### src/rtl/uart_rx_pkg.sv
// Baud constants, state/baud enums and divider helpers shared by the UART blocks.
// Divider counts are rounded to the nearest clock; CNT_RST is half a bit period.
package uart_rx_pkg;

   localparam int unsigned UART_CLK_HZ   = 50_000_000;
   localparam int unsigned UART_CNT_SIZE = 13;

   typedef enum logic [2:0] {
      BAUD_9600   = 3'd0,
      BAUD_19200  = 3'd1,
      BAUD_38400  = 3'd2,
      BAUD_57600  = 3'd3,
      BAUD_115200 = 3'd4
   } uart_baud_t;

   typedef enum logic [1:0] {IDLE, START, DATA, STOP} uart_rx_state_t;

   function automatic int unsigned uart_div(input int unsigned clk_hz, input int unsigned rate);
      return (clk_hz + rate / 2) / rate;
   endfunction

   localparam int unsigned UART_9600_CNT       = uart_div(UART_CLK_HZ, 9600);
   localparam int unsigned UART_19200_CNT      = uart_div(UART_CLK_HZ, 19200);
   localparam int unsigned UART_38400_CNT      = uart_div(UART_CLK_HZ, 38400);
   localparam int unsigned UART_57600_CNT      = uart_div(UART_CLK_HZ, 57600);
   localparam int unsigned UART_115200_CNT     = uart_div(UART_CLK_HZ, 115200);
   localparam int unsigned UART_9600_CNT_RST   = UART_9600_CNT / 2;
   localparam int unsigned UART_19200_CNT_RST  = UART_19200_CNT / 2;
   localparam int unsigned UART_38400_CNT_RST  = UART_38400_CNT / 2;
   localparam int unsigned UART_57600_CNT_RST  = UART_57600_CNT / 2;
   localparam int unsigned UART_115200_CNT_RST = UART_115200_CNT / 2;

   // Each branch divides constants only, so a parameterised clk_hz still folds to a mux.
   function automatic logic [UART_CNT_SIZE-1:0] uart_baud_cnt(input uart_baud_t b,
                                                              input int unsigned clk_hz = UART_CLK_HZ);
      int unsigned c;
      case (b)
         BAUD_9600:  c = uart_div(clk_hz, 9600);
         BAUD_19200: c = uart_div(clk_hz, 19200);
         BAUD_38400: c = uart_div(clk_hz, 38400);
         BAUD_57600: c = uart_div(clk_hz, 57600);
         default:    c = uart_div(clk_hz, 115200);
      endcase
      return UART_CNT_SIZE'(c);
   endfunction

   function automatic logic [UART_CNT_SIZE-1:0] uart_baud_cnt_rst(input uart_baud_t b,
                                                                  input int unsigned clk_hz = UART_CLK_HZ);
      return uart_baud_cnt(b, clk_hz) >> 1;
   endfunction

endpackage

### src/rtl/sync_ff.sv
// Multi-flop synchronizer for an asynchronous single-bit input; latency STAGES cycles.
// Reset value is a parameter so idle-high lines do not produce a false edge.
module sync_ff #(
   parameter int   STAGES  = 2,
   parameter logic RST_VAL = 1'b0
) (
   input  logic i_clk,
   input  logic i_rst,
   input  logic i_d,
   output logic o_q
);

   logic [STAGES-1:0] r_sync;

   always_ff @(posedge i_clk) begin
      if (i_rst) r_sync <= {STAGES{RST_VAL}};
      else       r_sync <= {r_sync[STAGES-2:0], i_d};
   end

   assign o_q = r_sync[STAGES-1];

endmodule

### src/rtl/uart_rx.sv
// 8N1 UART receiver, one mid-bit sample per bit; byte out ~SYNC+2+CNT_RST+9*CNT cycles after start edge.
// valid/ready output; a byte completing while the previous one is unconsumed is dropped and sets overrun_o.
module uart_rx
   import uart_rx_pkg::*;
#(
   parameter int          SYNC_STAGES = 2,
   // Clock rate used for divider constants; counts must fit in UART_CNT_SIZE bits.
   parameter int unsigned CLK_FREQ    = UART_CLK_HZ
) (
   input  logic       clk,
   input  logic       rst,
   input  logic       rx_i,
   input  logic [2:0] baud_sel_i,
   output logic [7:0] data_o,
   output logic       valid_o,
   input  logic       ready_i,
   output logic       frame_err_o,
   output logic       overrun_o,
   input  logic       clr_ovr_i
);

   localparam int CW = UART_CNT_SIZE;
   localparam logic [CW-1:0] ONE = CW'(1);
   localparam logic [1:0] ST_IDLE  = IDLE;
   localparam logic [1:0] ST_START = START;
   localparam logic [1:0] ST_DATA  = DATA;
   localparam logic [1:0] ST_STOP  = STOP;

   logic                w_rx_s;
   logic                r_rx_q;
   logic [SYNC_STAGES:0] r_settle;
   logic                r_armed;
   logic [1:0]          r_state;
   logic [CW-1:0]       r_cnt;
   logic [CW-1:0]       r_bit_cnt;
   logic [2:0]          r_idx;
   logic [7:0]          r_shift;
   logic [CW-1:0]       w_sel_cnt;
   logic [CW-1:0]       w_sel_rst;
   logic                w_tick;
   logic                w_start;
   logic                w_commit;
   logic                w_ferr;

   sync_ff #(.STAGES(SYNC_STAGES), .RST_VAL(1'b1)) u_sync (
      .i_clk (clk),
      .i_rst (rst),
      .i_d   (rx_i),
      .o_q   (w_rx_s)
   );

   assign w_sel_cnt = uart_baud_cnt(uart_baud_t'(baud_sel_i), CLK_FREQ);
   assign w_sel_rst = uart_baud_cnt_rst(uart_baud_t'(baud_sel_i), CLK_FREQ);
   assign w_tick    = (r_cnt == '0);
   // Only a line seen high after the synchronizer has flushed may start a frame.
   assign w_start   = r_armed && r_rx_q && !w_rx_s;
   assign w_commit  = (r_state == ST_STOP) && w_tick && w_rx_s;
   assign w_ferr    = (r_state == ST_STOP) && w_tick && !w_rx_s;

   always_ff @(posedge clk) begin
      if (rst) begin
         r_rx_q    <= 1'b1;
         r_settle  <= '0;
         r_armed   <= 1'b0;
         r_state   <= ST_IDLE;
         r_cnt     <= '0;
         r_bit_cnt <= '0;
         r_idx     <= '0;
         r_shift   <= '0;
      end else begin
         r_rx_q   <= w_rx_s;
         r_settle <= {r_settle[SYNC_STAGES-1:0], 1'b1};
         if (r_settle[SYNC_STAGES] && w_rx_s) r_armed <= 1'b1;
         case (r_state)
            ST_IDLE: begin
               if (w_start) begin
                  r_bit_cnt <= w_sel_cnt;
                  r_cnt     <= w_sel_rst - ONE;
                  r_state   <= ST_START;
               end
            end
            ST_START: begin
               if (!w_tick) begin
                  r_cnt <= r_cnt - ONE;
               end else if (!w_rx_s) begin
                  r_cnt   <= r_bit_cnt - ONE;
                  r_idx   <= '0;
                  r_state <= ST_DATA;
               end else begin
                  r_state <= ST_IDLE;
               end
            end
            ST_DATA: begin
               if (!w_tick) begin
                  r_cnt <= r_cnt - ONE;
               end else begin
                  r_shift <= {w_rx_s, r_shift[7:1]};
                  r_cnt   <= r_bit_cnt - ONE;
                  r_idx   <= r_idx + 3'd1;
                  if (r_idx == 3'd7) r_state <= ST_STOP;
               end
            end
            ST_STOP: begin
               if (!w_tick) begin
                  r_cnt <= r_cnt - ONE;
               end else begin
                  r_state <= ST_IDLE;
                  if (!w_rx_s) r_armed <= 1'b0;
               end
            end
            default: r_state <= ST_IDLE;
         endcase
      end
   end

   always_ff @(posedge clk) begin
      if (rst) begin
         data_o      <= '0;
         valid_o     <= 1'b0;
         frame_err_o <= 1'b0;
         overrun_o   <= 1'b0;
      end else begin
         frame_err_o <= w_ferr;
         if (w_commit && (!valid_o || ready_i)) begin
            data_o  <= r_shift;
            valid_o <= 1'b1;
         end else if (valid_o && ready_i) begin
            valid_o <= 1'b0;
         end
         // Setting has priority over clearing in the same cycle.
         if (w_commit && valid_o && !ready_i) overrun_o <= 1'b1;
         else if (clr_ovr_i)                  overrun_o <= 1'b0;
      end
   end

endmodule

### config.mk
export PLATFORM = sky130hd
export DESIGN_NAME = uart_rx
export DESIGN_NICKNAME = d
export VERILOG_FILES = /design/src/rtl/uart_rx_pkg.sv /design/src/rtl/sync_ff.sv /design/src/rtl/uart_rx.sv
export SDC_FILE = /design/constraint.sdc
export NUM_CORES = 1
export LEC_CHECK = 0
export ABC_CLOCK_PERIOD_IN_PS = 2700
export CORE_ASPECT_RATIO = 1.4
export CORE_MARGIN = 1
export CORE_UTILIZATION = 35
export DETAILED_ROUTE_END_ITERATION = 10
export GPL_TIMING_DRIVEN = 1
export SLEW_MARGIN = 10
export SYNTH_ARGS = -nofsm -noshare
export SYNTH_HDL_FRONTEND = slang
export SYNTH_HIERARCHICAL = 1
export SYNTH_SLANG_ARGS = --single-unit
### constraint.sdc
create_clock -name clk -period 2.7 [get_ports clk]
set_input_delay 0.54 -clock clk [delete_from_list [all_inputs] [get_ports clk]]
set_output_delay 0.54 -clock clk [all_outputs]
set_load 0.1 [all_outputs]
==> summary.md <==
| Metric | Value |
|---|---|
| Hold_buf cts | `0` |
| Hold Path Origin | `u_sync/r_sync[0]` |
| Starting Density | `36.4%` |
| Peak VDD IR | `0.000410 V` |
| Synth Warn # | `6` |
| Worst R2R End | `r_cnt[6]` |
| Worst setup SP type | `register` |
| Layout filler cell count | `828` |
| CTS Buffer Depth | `2` |
| Library cells used by synthesis | `56` |
| Core ar. | `0.00825 mm2` |
| Critical path class | `register to register` |
| First-pass GRT wire length | `12300 um` |
| Post-Synth Adder-Cell Area | `4.59%` |
| Total CTS buffers | `5` |
| Post-CTS setup buffer count | `0` |
| Register area share after synthesis | `37.3%` |
| Starting DRC count in detailed routing | `128` |
| Worst EP required | `2860 ps` |
| CP Max Fanout | `6` |
| WL per Instance | `16.0 um` |
| Simple-Gate Fraction of Synth Area | `23.9%` |
| DRC viols | `0` |
| Post-synthesis xor/xnor area fraction | `4.96%` |
| Setup-failing EPs final | `0` |
| Hold Vio Cnt, Final | `0` |
| Clk_lat worst skew | `290 ps` |
| Number of max-cap violations | `0` |
| Root Buffer Master | `clkbuf_16` |
| Hold Crit Endpoint | `u_sync/r_sync[1]` |
| Post-layout minimum cycle time | `2350 ps` |
| Vias in the first global route | `2448` |
| Post-synth EDFFs | `0` |
| Hold slack | `418 ps` |
| Total number of vias | `2555` |
| Cell Rows | `39` |
| Synth Net Count | `370` |
| Post-Syn Instances | `351` |
| Final setup margin | `347 ps` |
| Layout Cells excl Fill | `465` |
| Max Fclk | `425 MHz` |
| I/O Buffers | `18` |
| Placed inst area | `0.00325 mm2` |
| Post-Route WL | `7430 um` |
| Syn_area_per_cell | `8.55 um2` |
| Reg2reg setup slack | `350 ps` |
| # diodes | `0` |
| WP data arrival | `2510 ps` |
| Layout cells sized above 1 | `11.0%` |
| Cell area after layout | `0.00340 mm2` |
| WHS Path Cells | `1` |
| Critical Path Slowest Stage Cell | `a2111oi_0` |
| Outcome | `completed` |
| Gr ovfl total | `0` |
| Post-DR vias/cell | `5.49` |
| Slew margin rel. | `57.4%` |
| GP Congestion | `0.826` |
| # nets final | `381` |
| Final TNS setup | `0 ps` |
| Clock sinks | `56` |
| R2r startpoint | `r_cnt[0]` |
| Clock slew at reported path FFs | `70 ps` |
| RSZ-0062 raised after global routing | `no` |
| Worst-margin pin slew | `637 ps` |
| Initial antenna violation count | `0` |
| Worst path max stage delay | `570 ps` |
| CP endpoint kind | `register` |
| HPWL after DPL | `5290 um` |
| Reg2Reg Depth | `7` |
| Fin. max-slew vios | `0` |
| Layout area overhead | `13.2%` |
| Final period utilization | `87.2%` |
| Post-Syn Area | `0.00300 mm2` |
| Die height | `112 um` |
| Largest net degree at the start of global routing | `52` |
| Pre-CTS setup slack | `178 ps` |
| Pwr dens | `711 mW/mm2` |
| Most used DFF post-synth | `dfxtp_1` |
| Leakage | `1.41 nW` |
| Die Area | `0.00896 mm2` |
| DRT Pass-1 Iters | `4` |
| Gr usage total | `17.7%` |
| DIE WIDTH | `80.3 um` |
| Synth Area in Compound Gates | `18.9%` |
| Asr flop ratio synth | `0%` |
| # H-tree levels | `2` |
| Critical path, cell by cell | `inv_1 > ha_1 > or3b_1 > o31ai_1 > a211oi_1 > a2111oi_0 > o41ai_2` |
| # IOs | `19` |
| Synthesized flop and latch total | `56` |
| Total placed cells including tap cells | `457` |
| Post-synthesis mux area share | `5.00%` |
| Largest family of logic cells by synthesized area | `simple AND/OR/NAND/NOR gates` |
| ANT nets after route | `0` |
| TritonCTS clock tree | `built` |
| Worst Clk Skew | `7.53 ps` |
| Worst hold-check path type | `register to register` |
| Post-CTS resize count | `0` |
[worst max-delay path, delay by kind of cell (launching register included)]
kind | cells | cell delay (ps)
AND/OR/NAND/NOR | 1 | 470
flip-flops | 1 | 330
adder cells (fa/ha/maj) | 1 | 250
buffers and inverters | 1 | 120
AO/OA/AOI/OAI | 4 | 1060
[how the worst max path moves through the flow]
stage | from | endpoint | slack [ps] | cells past startpoint
2_1_floorplan | baud_sel_i[0] | r_cnt[4] | 590 | 9
3_3_place_gp | baud_sel_i[0] | r_cnt[4] | 270 | 9
3_5_place_dp | baud_sel_i[0] | r_cnt[4] | 180 | 9
4_1_cts | r_cnt[0] | r_cnt[6] | 360 | 7
5_1_grt | r_cnt[0] | r_cnt[6] | 210 | 7
6_report | r_cnt[0] | r_cnt[6] | 350 | 7
[layout make-up]
cell class | count | area (um2) | area share, %
Multi-Input combinational cell | 255 | 1720 | 50.7
Clock inverter | 1 | 7.51 | 0.221
Timing Repair Buffer | 26 | 208 | 6.11
Clock buffer | 7 | 143 | 4.20
Inverter | 18 | 67.6 | 1.99
Tap cell | 102 | 128 | 3.76
Sequential cell | 56 | 1120 | 33.0
[metal layers]
metal | up-vias | routed length [um] | track usage, %
met1 | 1208 | 3200 | 21.1
met4 | 0 | 427 | 10.8
met2 | 48 | 3590 | 29.2
met3 | 19 | 207 | 2.70
li1 | 1280 | - | -
met5 | - | 0 | 0
[state kept, by name (all words and copies together), names as in the netlist, 2 cells and up, named ones only]
register,cells
u_sync/r_sync,2
data_o,8
r_idx,3
r_cnt,13
r_shift,8
r_bit_cnt,12
r_settle,3
[cell usage after synthesis (2+ instances only)]
master,count,area [um2]
xor2_1,13,114
o31ai_1,4,30.0
xnor2_1,4,35.0
nor3_1,11,55.1
o41ai_1,5,43.8
or2_2,3,18.8
nor4_1,2,12.5
nor4_4,3,63.8
nor2_1,36,135
ha_1,11,138
a22o_1,3,26.3
a211oi_1,4,30.0
buf_2,3,15.0
or4_1,5,37.5
a211o_1,3,26.3
a21o_1,2,15.0
a221oi_1,6,52.6
mux2i_1,15,150
or2_1,2,12.5
and2_1,3,18.8
dfxtp_1,56,1120
nand2b_1,3,18.8
o2bb2ai_1,2,17.5
nor2b_1,5,31.3
inv_1,18,67.6
nand2_1,33,124
o21ai_0,10,50.1
a32o_1,2,20.0
clkbuf_1,18,67.6
a311oi_1,2,17.5
a21oi_1,22,110
nand3_1,18,90.1
[stage by stage]
step / total power, mW / utilization [%]
after floorplan: 1.58 / -
after global placement: 1.75 / 39.4
after detailed placement: 1.75 / 39.4
after CTS: 2.43 / 41.2
after global routing: 2.56 / 41.2
final: 2.41 / 41.2
[cells in the final DEF, fill, tap and decap left out, types with 2 or more instances in the layout]
master / netlist / routed
a22o_1: 3 / 3
a311oi_1: 2 / 2
nand2b_1: 3 / 3
buf_4: 1 / 19
ha_1: 11 / 11
or4_1: 5 / 5
nand3_1: 18 / 18
inv_1: 18 / 18
o21ai_0: 10 / 10
nor2_1: 36 / 36
or2_1: 2 / 2
or2_2: 3 / 3
a211oi_1: 4 / 4
clkbuf_16: 0 / 5
xnor2_1: 4 / 4
dfxtp_1: 56 / 56
and2_1: 3 / 3
a32o_1: 2 / 2
a21o_1: 2 / 2
o2bb2ai_1: 2 / 2
a21oi_1: 22 / 22
clkdlybuf4s50_1: 0 / 6
a211o_1: 3 / 3
o41ai_1: 5 / 5
nor2b_1: 5 / 5
mux2i_1: 15 / 15
nor4_1: 2 / 2
nand2_1: 33 / 33
a221oi_1: 6 / 6
o31ai_1: 4 / 4
nor4_4: 3 / 3
nor3_1: 11 / 11
xor2_1: 13 / 13
[power breakdown]
group | internal (mW) | switching [mW] | total [mW] | leakage [nW]
registers | 0.864 | 0.0579 | 0.922 | 0.454
logic | 0.323 | 0.498 | 0.821 | 0.883
clock network | 0.371 | 0.300 | 0.671 | 0.0701
[kinds of logic (layout without fill, tap and decap cells)]
group           Yosys count  in the layout
xor+xnor                 17             17
fa+ha+maj                11             11
simple gates            134            134
compound gates           78             78
mux                      15             15
buf+inv                  40             52
flops                    56             56
(Power assumes the default switching activity.)
